### src/rtl/iq_repacker2_pkg.sv
// Shared DSP-stream definitions for the IQ pair repacker: default widths,
// FIFO depth and the packet-framing FSM encoding.
package iq_repacker2_pkg;

  localparam int unsigned DATA_W_DEF     = 24;
  localparam int unsigned FIFO_DEPTH_DEF = 4;

  typedef enum logic {
    WAIT_SOP = 1'b0,
    WAIT_EOP = 1'b1
  } rp_state_e;

endpackage

### src/rtl/iq_repacker2_pair_fifo.sv
// Show-ahead FIFO holding reassembled {ch1, ch2} pairs with an occupancy count.
// DEPTH must be a power of two so the pointers wrap naturally.
module iq_pair_fifo
  import iq_repacker2_pkg::*;
#(
  parameter int unsigned WIDTH = 2 * DATA_W_DEF,
  parameter int unsigned DEPTH = FIFO_DEPTH_DEF
) (
  input  logic                       clk,
  input  logic                       reset_n,
  input  logic                       push,
  input  logic [WIDTH-1:0]           push_data,
  input  logic                       pop,
  output logic [WIDTH-1:0]           head_data,
  output logic [$clog2(DEPTH):0]     count
);

  localparam int unsigned PW = $clog2(DEPTH);
  localparam int unsigned CW = $clog2(DEPTH) + 1;
  localparam logic [CW-1:0] DEPTH_C = CW'(DEPTH);
  localparam logic [CW-1:0] CNT_ONE = CW'(1);
  localparam logic [PW-1:0] PTR_ONE = PW'(1);

  logic [WIDTH-1:0] mem_q [DEPTH];
  logic [PW-1:0]    wr_ptr_q, wr_ptr_d;
  logic [PW-1:0]    rd_ptr_q, rd_ptr_d;
  logic [CW-1:0]    count_q, count_d;
  logic             push_ok, pop_ok;

  always_comb begin
    push_ok  = push && (count_q != DEPTH_C);
    pop_ok   = pop && (count_q != '0);
    wr_ptr_d = wr_ptr_q;
    rd_ptr_d = rd_ptr_q;
    count_d  = count_q;
    if (push_ok) wr_ptr_d = wr_ptr_q + PTR_ONE;
    if (pop_ok)  rd_ptr_d = rd_ptr_q + PTR_ONE;
    case ({push_ok, pop_ok})
      2'b10:   count_d = count_q + CNT_ONE;
      2'b01:   count_d = count_q - CNT_ONE;
      default: count_d = count_q;
    endcase
  end

  always_ff @(posedge clk or negedge reset_n) begin
    if (!reset_n) begin
      wr_ptr_q <= '0;
      rd_ptr_q <= '0;
      count_q  <= '0;
    end else begin
      wr_ptr_q <= wr_ptr_d;
      rd_ptr_q <= rd_ptr_d;
      count_q  <= count_d;
    end
  end

  always_ff @(posedge clk) begin
    if (push_ok) mem_q[wr_ptr_q] <= push_data;
  end

  // Storage is not reset; the head is forced to zero whenever nothing is stored.
  assign head_data = (count_q != '0) ? mem_q[rd_ptr_q] : '0;
  assign count     = count_q;

endmodule

### src/rtl/iq_repacker2.sv
// Reassembles 2-beat sop/eop packets into parallel channel-1/channel-2 pairs,
// counting framing errors with a saturating 8-bit counter.
module iq_repacker2
  import iq_repacker2_pkg::*;
#(
  parameter int unsigned DATA_W     = DATA_W_DEF,
  parameter int unsigned FIFO_DEPTH = FIFO_DEPTH_DEF
) (
  input  logic                          clk,
  input  logic                          reset_n,
  input  logic [DATA_W-1:0]             in_data,
  input  logic                          in_valid,
  input  logic                          in_sop,
  input  logic                          in_eop,
  output logic                          in_ready,
  output logic [DATA_W-1:0]             out_data_1,
  output logic [DATA_W-1:0]             out_data_2,
  output logic                          out_valid,
  input  logic                          out_ready,
  output logic [$clog2(FIFO_DEPTH):0]   fifo_count,
  output logic [7:0]                    err_count
);

  localparam int unsigned CW = $clog2(FIFO_DEPTH) + 1;
  localparam logic [CW-1:0] DEPTH_C = CW'(FIFO_DEPTH);

  rp_state_e         state_q, state_d;
  logic [DATA_W-1:0] hold_q, hold_d;
  logic [7:0]        err_q, err_d;
  logic              accept, push, err_hit;
  logic [2*DATA_W-1:0] head;

  assign in_ready = (fifo_count < DEPTH_C);
  assign accept   = in_valid && in_ready;

  always_comb begin
    state_d = state_q;
    hold_d  = hold_q;
    push    = 1'b0;
    err_hit = 1'b0;
    if (accept) begin
      if (state_q == WAIT_SOP) begin
        if (in_sop && !in_eop) begin
          hold_d  = in_data;
          state_d = WAIT_EOP;
        end else begin
          err_hit = 1'b1;
        end
      end else begin
        if (in_sop) begin
          // Restart: the new sop replaces the orphaned channel-1 word.
          err_hit = 1'b1;
          hold_d  = in_data;
        end else if (in_eop) begin
          push    = 1'b1;
          state_d = WAIT_SOP;
        end else begin
          err_hit = 1'b1;
          hold_d  = '0;
          state_d = WAIT_SOP;
        end
      end
    end
    err_d = (err_hit && (err_q != 8'hFF)) ? err_q + 8'd1 : err_q;
  end

  always_ff @(posedge clk or negedge reset_n) begin
    if (!reset_n) begin
      state_q <= WAIT_SOP;
      hold_q  <= '0;
      err_q   <= '0;
    end else begin
      state_q <= state_d;
      hold_q  <= hold_d;
      err_q   <= err_d;
    end
  end

  iq_pair_fifo #(
    .WIDTH (2 * DATA_W),
    .DEPTH (FIFO_DEPTH)
  ) u_pair_fifo (
    .clk       (clk),
    .reset_n   (reset_n),
    .push      (push),
    .push_data ({hold_q, in_data}),
    .pop       (out_ready),
    .head_data (head),
    .count     (fifo_count)
  );

  assign out_valid  = (fifo_count != '0);
  assign out_data_1 = head[2*DATA_W-1:DATA_W];
  assign out_data_2 = head[DATA_W-1:0];
  assign err_count  = err_q;

endmodule

### config.mk
export PLATFORM = sky130hd
export DESIGN_NAME = iq_repacker2
export DESIGN_NICKNAME = d
export VERILOG_FILES = /design/src/rtl/iq_repacker2_pkg.sv /design/src/rtl/iq_repacker2_pair_fifo.sv /design/src/rtl/iq_repacker2.sv
export SDC_FILE = /design/constraint.sdc
export NUM_CORES = 1
export LEC_CHECK = 0
export ABC_AREA = 1
export BUFFER_PORTS_ARGS = -buffer_cell sky130_fd_sc_hd__buf_2
export CORE_MARGIN = 2
export CORE_UTILIZATION = 50
export DETAILED_ROUTE_END_ITERATION = 16
export PLACE_DENSITY = 0.69
export SYNTH_ARGS = -nofsm -noshare
export SYNTH_HDL_FRONTEND = slang
export SYNTH_SLANG_ARGS = --single-unit
### constraint.sdc
create_clock -name clk -period 4.1 [get_ports clk]
set_input_delay 0.41 -clock clk [delete_from_list [all_inputs] [get_ports clk]]
set_output_delay 0.41 -clock clk [all_outputs]
set_load 0.01 [all_outputs]
**Yosys cells after proc, flatten, opt, wreduce, memory -nomap -nowiden**

Memory sizes are Yosys's and may differ from the RTL's.
Index checks and enable logic that the tools add are counted.
Widths: inputs -> output; s select.

- Register bits: 40
- Memory bits (writable): 192
- Memories kept: 1

Memory list:

| name | depth | bits a word | read ports | clocked after Yosys merged registers in | write ports | line | text |
|---|---|---|---|---|---|---|---|
| u_pair_fifo.mem_q | 4 | 48 | 1 | 0 | 1 | iq_repacker2_pair_fifo.sv:24 | `logic [WIDTH-1:0] mem_q [DEPTH];` |

- Add/subtract/negate cells: 5
- $lt $le $gt $ge: 1
- Equality and inequality tests: 5
- Mux-type cells: 20
- Reduce and logical (&&, ||, !) cells: 10

Operators with widths:

| operator | number |
|---|---|
| $mux 24 | 4 |
| $mux 48 | 1 |
| $mux 1 | 14 |
| $add 8x1->8 const B | 1 |
| $ne 8x8->1 const B | 1 |
| $ne 3x3->1 const B | 2 |
| $pmux 3 s2 | 1 |
| $logic_and 1x1->1 | 5 |
| $add 2x1->2 const B | 2 |
| $reduce_bool 2->1 | 2 |
| $add 3x1->3 const B | 1 |
| $lt 3x3->1 const B | 1 |
| $reduce_and 3->1 | 1 |
| $reduce_bool 3->1 | 1 |
| $sub 3x1->3 const B | 1 |
| $eq 2x1->1 const B | 1 |
| $eq 2x2->1 const B | 1 |
| $logic_not 1->1 | 1 |

**Depth between registers and ports, before layout**

Gate-level depths: netlist of the first run.

- Word-level depth: 7
- Gate-level depth with buffers: 10
- Mapped depth without buffers: 10

**Modules after synthesis**

From an unflattened synthesis of the first run, not the netlist that was laid out.

- Cells, all modules: 1014
- Area, all modules: 10291.1 µm²

Modules (own cells, without submodules):

| module | times used | cells each | area each (µm²) |
|---|---|---|---|
| iq_pair_fifo | 1 | 815 | 8598.2 |
| iq_repacker2 | 1 | 199 | 1692.9 |

**Least setup slack after synthesis of the first run**

Ideal clock, no wire load.

- Path kind: register -> register
- Start: reg u_pair_fifo.count_q[2] (netlist: u_pair_fifo.count[2])
- End: mem u_pair_fifo.mem_q[0][0] (netlist bit) (enable)
- Setup time: 0.454 ns
- Arrival time: 3.029 ns
- Setup slack: 0.618 ns
- Stages on the path, launching flop included: 6
- Path buffers: 0
- Period minus slack after synthesis: 3.482 ns
- Cells stage by stage: dfrtp_1 -> inv_2 -> nand2_2 -> nor2_1 -> inv_1 -> nor2_1

- Longest elaborated chain between the ends: 6
- Elaborated cells on any way between the ends: 7
- Classes of those cells: order compare: 1; eq/ne: 1; mux: 3; reduce/logical: 2

RTL lines:

| element | line | text |
|---|---|---|
| start, declared | iq_repacker2_pair_fifo.sv:27 | `logic [CW-1:0] count_q, count_d;` |
| start signal, assigned | iq_repacker2_pair_fifo.sv:53 | `count_q <= count_d;` |
| $lt 3x3->1 | iq_repacker2.sv:33 | `assign in_ready = (fifo_count < DEPTH_C);` |
| named net in_ready | iq_repacker2.sv:15 | `output logic in_ready,` |
| $logic_and 1x1->1 | iq_repacker2.sv:34 | `assign accept = in_valid && in_ready;` |
| $mux 1 | iq_repacker2.sv:41 | `if (accept) begin` |
| $logic_and 1x1->1 | iq_repacker2_pair_fifo.sv:31 | `push_ok = push && (count_q != DEPTH_C);` |
| $mux 1 | iq_repacker2_pair_fifo.sv:58 | `if (push_ok) mem_q[wr_ptr_q] <= push_data;` |
| $mux 1 (implied by the code) | iq_repacker2_pair_fifo.sv:58 |  |
| end, declared | iq_repacker2_pair_fifo.sv:24 |  |

The timed path passes the listed nets, and every way through them passes these cells.

**Worst setup path after layout of the first run**

- Start: reg u_pair_fifo.rd_ptr_q[0]
- End: out out_data_2[16]

- Longest elaborated chain between the ends: 2

RTL lines:

| element | line | text |
|---|---|---|
| start, declared | iq_repacker2_pair_fifo.sv:26 | `logic [PW-1:0] rd_ptr_q, rd_ptr_d;` |
| start signal, assigned | iq_repacker2_pair_fifo.sv:52 | `rd_ptr_q <= rd_ptr_d;` |
| $mem_v2 4x48 | -- |  |
| $mux 48 | iq_repacker2_pair_fifo.sv:62 | `assign head_data = (count_q != '0) ? mem_q[rd_ptr_q] : '0;` |
| end, declared | iq_repacker2.sv:17 | `output logic [DATA_W-1:0] out_data_2,` |

No other way between the ends.

==> results of run 1 <==
==> path summary, 6_finish.rpt <==
path                       cells past startpoint  slack, ps                        to
setup / recovery                               4       1180            out_data_2[16]
hold / removal                                 1         60              err_count[1]
setup reg to reg                               6       1560  u_pair_fifo.mem_q[0][30]
hold reg to reg                                1        500      u_pair_fifo.count[0]
max in group asynchronous                      1       3360   u_pair_fifo.rd_ptr_q[1]
min in group clk                               1        150  u_pair_fifo.mem_q[0][20]
==> logic make-up after synthesis <==
kind of cell,share of synthesized area
AOI/OAI and AO/OA,0.0951
xor gates and xnor gates,0.00369
and+or+nand+nor,0.128
adders and majority gates,0.0100
DFF,0.713
buffers and inverters,0.0504
==> power by group through the flow <==
| stage | Clock [mW] | Sequential, mW | Combinational [mW] |
|---|---|---|---|
| after floorplan | 0 | 3.11 | 1.77 |
| after global placement | 0 | 3.18 | 2.50 |
| after detailed placement | 0 | 3.19 | 2.54 |
| after CTS | 2.04 | 3.15 | 2.55 |
| after global routing | 2.13 | 3.18 | 2.83 |
| final | 2.00 | 3.15 | 2.51 |
==> through the flow <==
stage / worst slack, ps / utilization
2_1_floorplan: 618 / -
3_3_place_gp: 1560 / 0.540
3_5_place_dp: 1460 / 0.540
4_1_cts: 1170 / 0.580
5_1_grt: 1010 / 0.580
6_report: 1180 / 0.580
==> worst max-delay path, delay by kind of cell, from the launching register on <==
| kind | cells | cell delay, ps |
|---|---|---|
| flops | 1 | 550 |
| compound gates | 2 | 540 |
| buf+inv | 2 | 870 |
==> cells in the mapped netlist (all sizes together) <==
master	number	area, µm²
xnor2	1	8.76
buf	31	228
dfrtp	40	1000
clkbuf	14	52.6
nand2	51	196
xor2	3	26.3
ha	6	75.1
inv	52	198
edfxtp	192	5770
o21ai	128	641
nor2	208	788
nand3	13	75.1
nand4	24	150
a21oi	50	262
fa	1	20.0
==> state kept, by name, indices dropped and copies added, names as in the netlist <==
signal,flops
u_pair_fifo.wr_ptr_q,2
err_count,8
state_q,1
u_pair_fifo.count,3
hold_q,24
u_pair_fifo.rd_ptr_q,2
u_pair_fifo.mem_q,192
==> layout make-up <==
type / count / share of cell area
Multi-Input combinational cell: 485 / 0.210
Tap cell: 234 / 0.0271
Clock inverter: 11 / 0.00475
Clock buffer: 33 / 0.0634
Timing Repair Buffer: 100 / 0.0498
Sequential cell: 232 / 0.626
Inverter: 52 / 0.0183
==> per-layer routing <==
metal  share of wire  routed length [µm]  GRT usage
met1            0.43                8780      0.274
met2            0.49               10100      0.342
met3           0.056                1160     0.0354
met4           0.028                 571     0.0732
met5               0                   0          0
==> out/metrics.yaml, run 1 <==
design.core.area_mm2: 0.0186
gp_congestion: 0.794
p_clk_frac: 0.261
seq_area_mm2: 0.00677
grt.total_usage: 0.205
p_sw_mw: 2.75
fp.dieW_um: 142
initial_core_util: 0.509
fin_nets: 932
ys_types: 24
cts_resized: 0
status: "complete, no violations"
grt_pass1_wl_um: 32100
synth_cells: 814
p_int_mw: 4.91
worstPathRequired_ps: 3690
cpPeakStageDelay_ps: 690
cts_hold_buf: 0
timing.final.crit_share: 0.713
worstMarginPinSlew_ps: 1040
dp_hpwl_um: 11800
report.final.setup_viol: 0
clock-root-buffer: "clkbuf_16"
post-cts-setup-buffer-count: 0
holdCritPathClass: "input pin to async pin"
cellPowerDensity_mw_per_mm2: 709
cp_slowest_cell: "inv_4"
drtIter0Drc: 470
critPathCaptureType: "output port"
ir_drop_mv: 0.374
numPortBuffers: 90
detail-route-antenna-nets: 0
fin_tns_setup_ps: 0
swShare: 0.359
synth_fp_nets: 851
power.share.combinational: 0.328
io_pins: 91
final_cell_mix: "nor2_1 (203), edfxtp_1 (192), o21ai_0 (96), buf_2 (90)"
clock-sinks: 232
n_antenna_cell: 0
ctsHtreeMaxLevel: 1
rsz0062_at_grt: "no"
seqPwrFrac: 0.411
final_common_cell: "nor2_1"
slew_headroom: 0.304
whs_ps: 64.3
clkSlewWorstSetupHoldPaths_ps: 60
multi_input_area_mm2: 0.00227
clock_skew_ps: 11.0
yosysWarnings: 0
crit_start: "u_pair_fifo.rd_ptr_q[0]"
critPathKind: "register to output port"
clock_path_buffers: 3
leakage_nw: 4.07
cp_max_fo: 98
ys_ff_latch: 232
slew_viol_final: 0
cts_tree: "built"
wl_per_cell_um: 17.9
drive_above_1_share: 0.166
via_count: 6228
drv_cap: 0
antenna_found_initial: 0
syn_area_mm2: 0.00949
place_area_mm2: 0.0101
synth_area_per_cell_um2: 11.7
final_cells: 1147
post-route-min-period_ps: 2920
dp.cells: 1103
finalHoldViolations: 0
grt_max_degree: 99
max_freq_mhz: 342
vias_per_cell: 5.43
power.total_mw: 7.66
synth-seq-area-share: 0.713
die_h_um: 142
rows: 50
cp.arrival_ps: 2510
area_growth_pct: 13.9
fill_cells: 1509
worstPathCellList: "inv_4 -> o21ai_0 -> a21oi_1 -> buf_2"
rr_startpoint: "u_pair_fifo.count[2]"
drt-pass1-iter-count: 6
worst_skew_pair.late_latency_ps: 500
totalWireLength_um: 20600
grt_pass1_vias: 6107
critPathLaunchType: "register"
overflow: 0
drc: 0
dieArea_mm2: 0.0201
design_area_mm2: 0.0108
cts_buffers: 24
Note: power is estimated with default switching activity, not from simulation.
==> inputs of run 2 (changes only) <==
==> constraint.sdc (replaced) <==
create_clock -name clk -period 3.05 [get_ports clk]
set_input_delay 0.305 -clock clk [delete_from_list [all_inputs] [get_ports clk]]
set_output_delay 0.305 -clock clk [all_outputs]
set_load 0.01 [all_outputs]
==> run 2 against run 1 <==
Net effect: critical path depth increased by 1; clock power increased by 45%; register-to-register slack got worse by 760 ps; design area increased by 1.0%; wire length decreased by 1.1%; non-clock buffer count increased by 2; flip-flop and latch count unchanged; sequential share of layout area decreased by 0.62 points; worst setup slack got worse by 860 ps; critical endpoint is now out_data_1[23].
==> out/metrics.yaml, run 2 (synthesized netlist as in run 1, its figures left out) <==
drv_cap: 0
timing.final.crit_share: 0.897
rows: 50
seqPwrFrac: 0.406
p_sw_mw: 3.69
cellPowerDensity_mw_per_mm2: 963
dp.cells: 1104
drive_above_1_share: 0.168
ir_drop_mv: 0.704
p_clk_frac: 0.275
final_common_cell: "nor2_1"
critPathCaptureType: "output port"
worstPathRequired_ps: 2740
initial_core_util: 0.509
fp.dieW_um: 142
cts_buffers: 24
top_register: "u_pair_fifo.mem_q"
holdCritPathClass: "input pin to register"
overflow: 0
numPortBuffers: 90
leakage_nw: 4.10
wl_per_cell_um: 17.7
n_antenna_cell: 0
max_freq_mhz: 365
dieArea_mm2: 0.0201
io_pins: 91
clock-sinks: 232
p_int_mw: 6.81
cpPeakStageDelay_ps: 780
slew_viol_final: 0
post-route-min-period_ps: 2740
status: "complete, no violations"
worst_skew_pair.late_latency_ps: 510
finalHoldViolations: 0
grt_pass1_wl_um: 32200
critPathKind: "register to output port"
whs_ps: 50.6
area_growth_pct: 15.1
grt_max_degree: 50
clock-root-buffer: "clkbuf_16"
die_h_um: 142
gp_congestion: 0.814
worstPathCellList: "inv_2 -> nor2_1 -> o21ai_0 -> a21oi_1 -> buf_2"
final_cell_mix: "nor2_1 (203), edfxtp_1 (192), o21ai_0 (96), buf_2 (90)"
clock_path_buffers: 3
report.final.setup_viol: 0
slew_headroom: 0.346
vias_per_cell: 5.42
swShare: 0.351
grt.total_usage: 0.205
antenna_found_initial: 0
cp.arrival_ps: 2430
cp_slowest_cell: "inv_2"
rsz0062_at_grt: "no"
grt_pass1_vias: 6158
detail-route-antenna-nets: 0
cp_max_fo: 49
clkSlewWorstSetupHoldPaths_ps: 60
drc: 0
via_count: 6217
place_area_mm2: 0.0101
design.core.area_mm2: 0.0186
largest_register_ffs: 192
reg2regPathDepth: 6
fin_nets: 934
worstMarginPinSlew_ps: 979
clock_skew_ps: 7.62
critPathLaunchType: "register"
fill_cells: 1501
final_cells: 1147
ctsHtreeMaxLevel: 1
cts_tree: "built"
cts_resized: 0
design_area_mm2: 0.0109
fin_tns_setup_ps: 0
drt-pass1-iter-count: 4
totalWireLength_um: 20300
drtIter0Drc: 517
dp_hpwl_um: 11900
power.share.combinational: 0.320
whs_path_depth: 1
-- run 2: cell count changes in the layout (fill, tap and decap cells not counted), sizes merged --
| cell | previous run | this run |
|---|---|---|
| buf | 100 | 101 |
| bufinv | 0 | 2 |
| clkbuf | 33 | 32 |
| dlygate4sd3 | 0 | 1 |
| clkinvlp | 0 | 1 |
| clkinv | 11 | 7 |
-- run 2: power by group through the flow --
stage	sequential, mW	combinational [mW]	clock [mW]
global route	4.31	3.76	3.07
global placement	4.30	3.33	0
finish	4.26	3.36	2.89
detailed placement	4.33	3.38	0
floorplan	4.18	2.38	0
CTS	4.26	3.40	2.93
-- run 2: worst max-delay path, delay by kind of cell, from the launching register on --
kind	cells	cell delay, ps
compound gates	2	260
flops	1	560
buf+inv	2	970
simple gates	1	120
-- run 2: metal layers --
metal | vias to the layer above | GRT usage | routed length [µm] | share of wire
li1 | 2981 | - | - | -
met1 | 3017 | 0.266 | 8630 | 0.42
met2 | 194 | 0.355 | 10200 | 0.50
met3 | 25 | 0.0344 | 1150 | 0.057
met4 | 0 | 0.0611 | 358 | 0.018
met5 | - | 0 | 0 | 0
-- run 2: final timing paths --
kind                                         start                        to  slack [ps]
max                        u_pair_fifo.rd_ptr_q[1]            out_data_1[23]         310
min                                    in_data[20]  u_pair_fifo.mem_q[1][20]          50
max reg2reg                   u_pair_fifo.count[2]  u_pair_fifo.mem_q[3][32]         800
min reg2reg                   u_pair_fifo.count[0]      u_pair_fifo.count[0]         510
max in group asynchronous                  reset_n   u_pair_fifo.rd_ptr_q[0]        1910
min in group asynchronous                  reset_n      u_pair_fifo.count[0]         490
-- run 2: through the flow --
stage	setup WS [ps]	util	total power, mW
2_1_floorplan	-432	-	6.56
3_3_place_gp	880	0.543	7.63
3_5_place_dp	776	0.543	7.71
4_1_cts	300	0.586	10.6
5_1_grt	223	0.586	11.1
6_report	313	0.586	10.5
-- run 2: layout make-up --
| cell class | count | area (µm²) | area share |
|---|---|---|---|
| Sequential cell | 232 | 6770 | 0.620 |
| Multi-Input combinational cell | 485 | 2270 | 0.208 |
| Clock buffer | 32 | 692 | 0.0634 |
| Timing Repair Buffer | 102 | 593 | 0.0543 |
| Tap cell | 234 | 293 | 0.0268 |
| Inverter | 52 | 198 | 0.0181 |
| Clock inverter | 10 | 98.8 | 0.00906 |
-- run 2: repair_timing --
action / CTS / global route
endpoints found under the hold margin: 40 / 0
buffers inserted: 0 / 0
hold buffers: 1 / 0
==> inputs of run 3 (changes only) <==
--- a/config.mk
+++ b/config.mk
@@ -11,6 +11,7 @@
 export CORE_UTILIZATION = 50
 export DETAILED_ROUTE_END_ITERATION = 16
 export PLACE_DENSITY = 0.69
+export SETUP_SLACK_MARGIN = 0.5
 export SYNTH_ARGS = -nofsm -noshare
 export SYNTH_HDL_FRONTEND = slang
 export SYNTH_SLANG_ARGS = --single-unit
==> run 3 against run 2 <==
Net effect: utilization increased by 0.067 points; clock power decreased by 3%; sequential power about the same; count of clock-buffer cells in the layout increased by 4; worst setup slack improved by 320 ps; non-clock buffer count unchanged; total power decreased by 0.13%; critical endpoint is now out_data_2[2]; highest routed layer unchanged.
==> out/metrics.yaml, run 3 (synthesized netlist as in run 1, its figures left out) <==
dieArea_mm2: 0.0201
clock-root-buffer: "clkbuf_16"
max_freq_mhz: 414
grt_max_degree: 98
cts_buffers: 24
rr_endpoint: "u_pair_fifo.mem_q[0][31]"
cpMostUsedCell: "nor2_1"
fp.dieW_um: 142
critPathCaptureType: "output port"
holdCritPathClass: "input pin to register"
clock_path_buffers: 3
fill_cells: 1511
whs_path_depth: 1
leakage_nw: 4.10
clkSlewWorstSetupHoldPaths_ps: 60
reg2regPathDepth: 6
grt_pass1_wl_um: 31900
area_growth_pct: 15.2
cpPeakStageDelay_ps: 440
clock_skew_ps: 10.7
cts_tree: "built"
worstPathRequired_ps: 2740
vias_per_cell: 5.44
fin_nets: 934
slew_headroom: 0.362
initial_core_util: 0.509
hp-start: "in_data[20]"
largest_register_ffs: 192
detail-route-antenna-nets: 0
post-route-min-period_ps: 2420
top_usage_layer: "met2"
timing.final.crit_share: 0.793
gp_congestion: 0.802
top_register: "u_pair_fifo.mem_q"
critPathLaunchType: "register"
io_pins: 91
drive_above_1_share: 0.164
wl_per_cell_um: 17.7
n_antenna_cell: 0
grt_use_met2: 0.332
crit_family: "buffers and inverters"
final_cells: 1149
whs_ps: 30.8
cp.arrival_ps: 2110
final_common_cell: "nor2_1"
rsz0062_at_grt: "yes"
antenna_found_initial: 0
cp_slowest_cell: "dfrtp_2"
hold_end: "u_pair_fifo.mem_q[3][20]"
grt_pass1_vias: 6116
drc: 0
drtIter0Drc: 510
drv_cap: 0
grt.total_usage: 0.200
met3_usage: 0.0358
via_count: 6250
drt-pass1-iter-count: 5
place_area_mm2: 0.0101
rows: 50
ir_drop_mv: 0.847
dp.cells: 1103
worst_skew_pair.late_latency_ps: 500
report.final.setup_viol: 0
finalHoldViolations: 0
final_cell_mix: "nor2_1 (203), edfxtp_1 (192), o21ai_0 (96), buf_2 (90)"
totalWireLength_um: 20400
fin_util: 0.586
rr_startpoint: "u_pair_fifo.count[2]"
numPortBuffers: 90
clock-sinks: 232
grt_use_met1: 0.273
overflow: 0
ctsHtreeMaxLevel: 1
worstPathCellList: "buf_16 -> nor2_1 -> nor2_1 -> o21ai_0 -> a21oi_1 -> buf_2"
status: "complete, no violations"
r2r_setup_slack_ps: 820
critPathKind: "register to output port"
cellPowerDensity_mw_per_mm2: 960
dp_hpwl_um: 11500
design.core.area_mm2: 0.0186
slew_viol_final: 0
worstMarginPinSlew_ps: 957
design_area_mm2: 0.0109
fin_tns_setup_ps: 0
die_h_um: 142
cp_max_fo: 97
crit_buf_inv: 2
[run 3: changes by cell type in the layout (fill, tap and decap cells not counted), sizes merged]
cell | previous run | this run
clkinvlp | 1 | 0
clkbuf | 32 | 36
bufinv | 2 | 1
[run 3: report_power, final]
group          internal, mW  switching, mW  total (mW)
Clock                  1.66           1.14        2.79
Combinational          1.21           2.23        3.45
Sequential             3.90          0.354        4.25
Total                  6.77           3.72        10.5
[run 3: timing repair]
item	4_1_cts	5_1_grt
buffers inserted	0	1
hold buffers	1	0
pin swaps	0	0
endpoints found under the hold margin	40	0
setup endpoints to repair	8	7
resized for setup	1	2
[run 3: how the worst max path moves through the flow]
| stage | slack (ps) | from | endpoint | depth (start not counted) |
|---|---|---|---|---|
| 6_report | 630 | u_pair_fifo.rd_ptr_q[0] | out_data_2[2] | 6 |
| 5_1_grt | 500 | u_pair_fifo.rd_ptr_q[0] | out_data_1[2] | 6 |
| 4_1_cts | 550 | u_pair_fifo.rd_ptr_q[1] | out_data_2[2] | 6 |
| 3_5_place_dp | 810 | u_pair_fifo.count[2] | u_pair_fifo.mem_q[0][30] | 6 |
| 3_3_place_gp | 860 | in_valid | u_pair_fifo.count[2] | 10 |
| 2_1_floorplan | 340 | u_pair_fifo.count[2] | u_pair_fifo.mem_q[0][0] | 5 |
[run 3: through the flow]
step           total power, mW  setup slack (ps)
2_1_floorplan             6.56               337
3_3_place_gp              7.67               864
3_5_place_dp              7.72               815
4_1_cts                   10.5               552
5_1_grt                   11.1               497
6_report                  10.5               632
[run 3: routing by layer]
metal | part of all wire | wire [µm]
met1 | 0.44 | 8910
met2 | 0.48 | 9740
met3 | 0.062 | 1260
met4 | 0.022 | 446
met5 | 0 | 0
[run 3: cell type report]
type | instances | area (µm²) | area share
Inverter | 52 | 200 | 0.0183
Clock buffer | 36 | 697 | 0.0638
Tap cell | 234 | 293 | 0.0268
Timing Repair Buffer | 102 | 633 | 0.0579
Clock inverter | 8 | 61.3 | 0.00561
Sequential cell | 232 | 6770 | 0.620
Multi-Input combinational cell | 485 | 2270 | 0.208
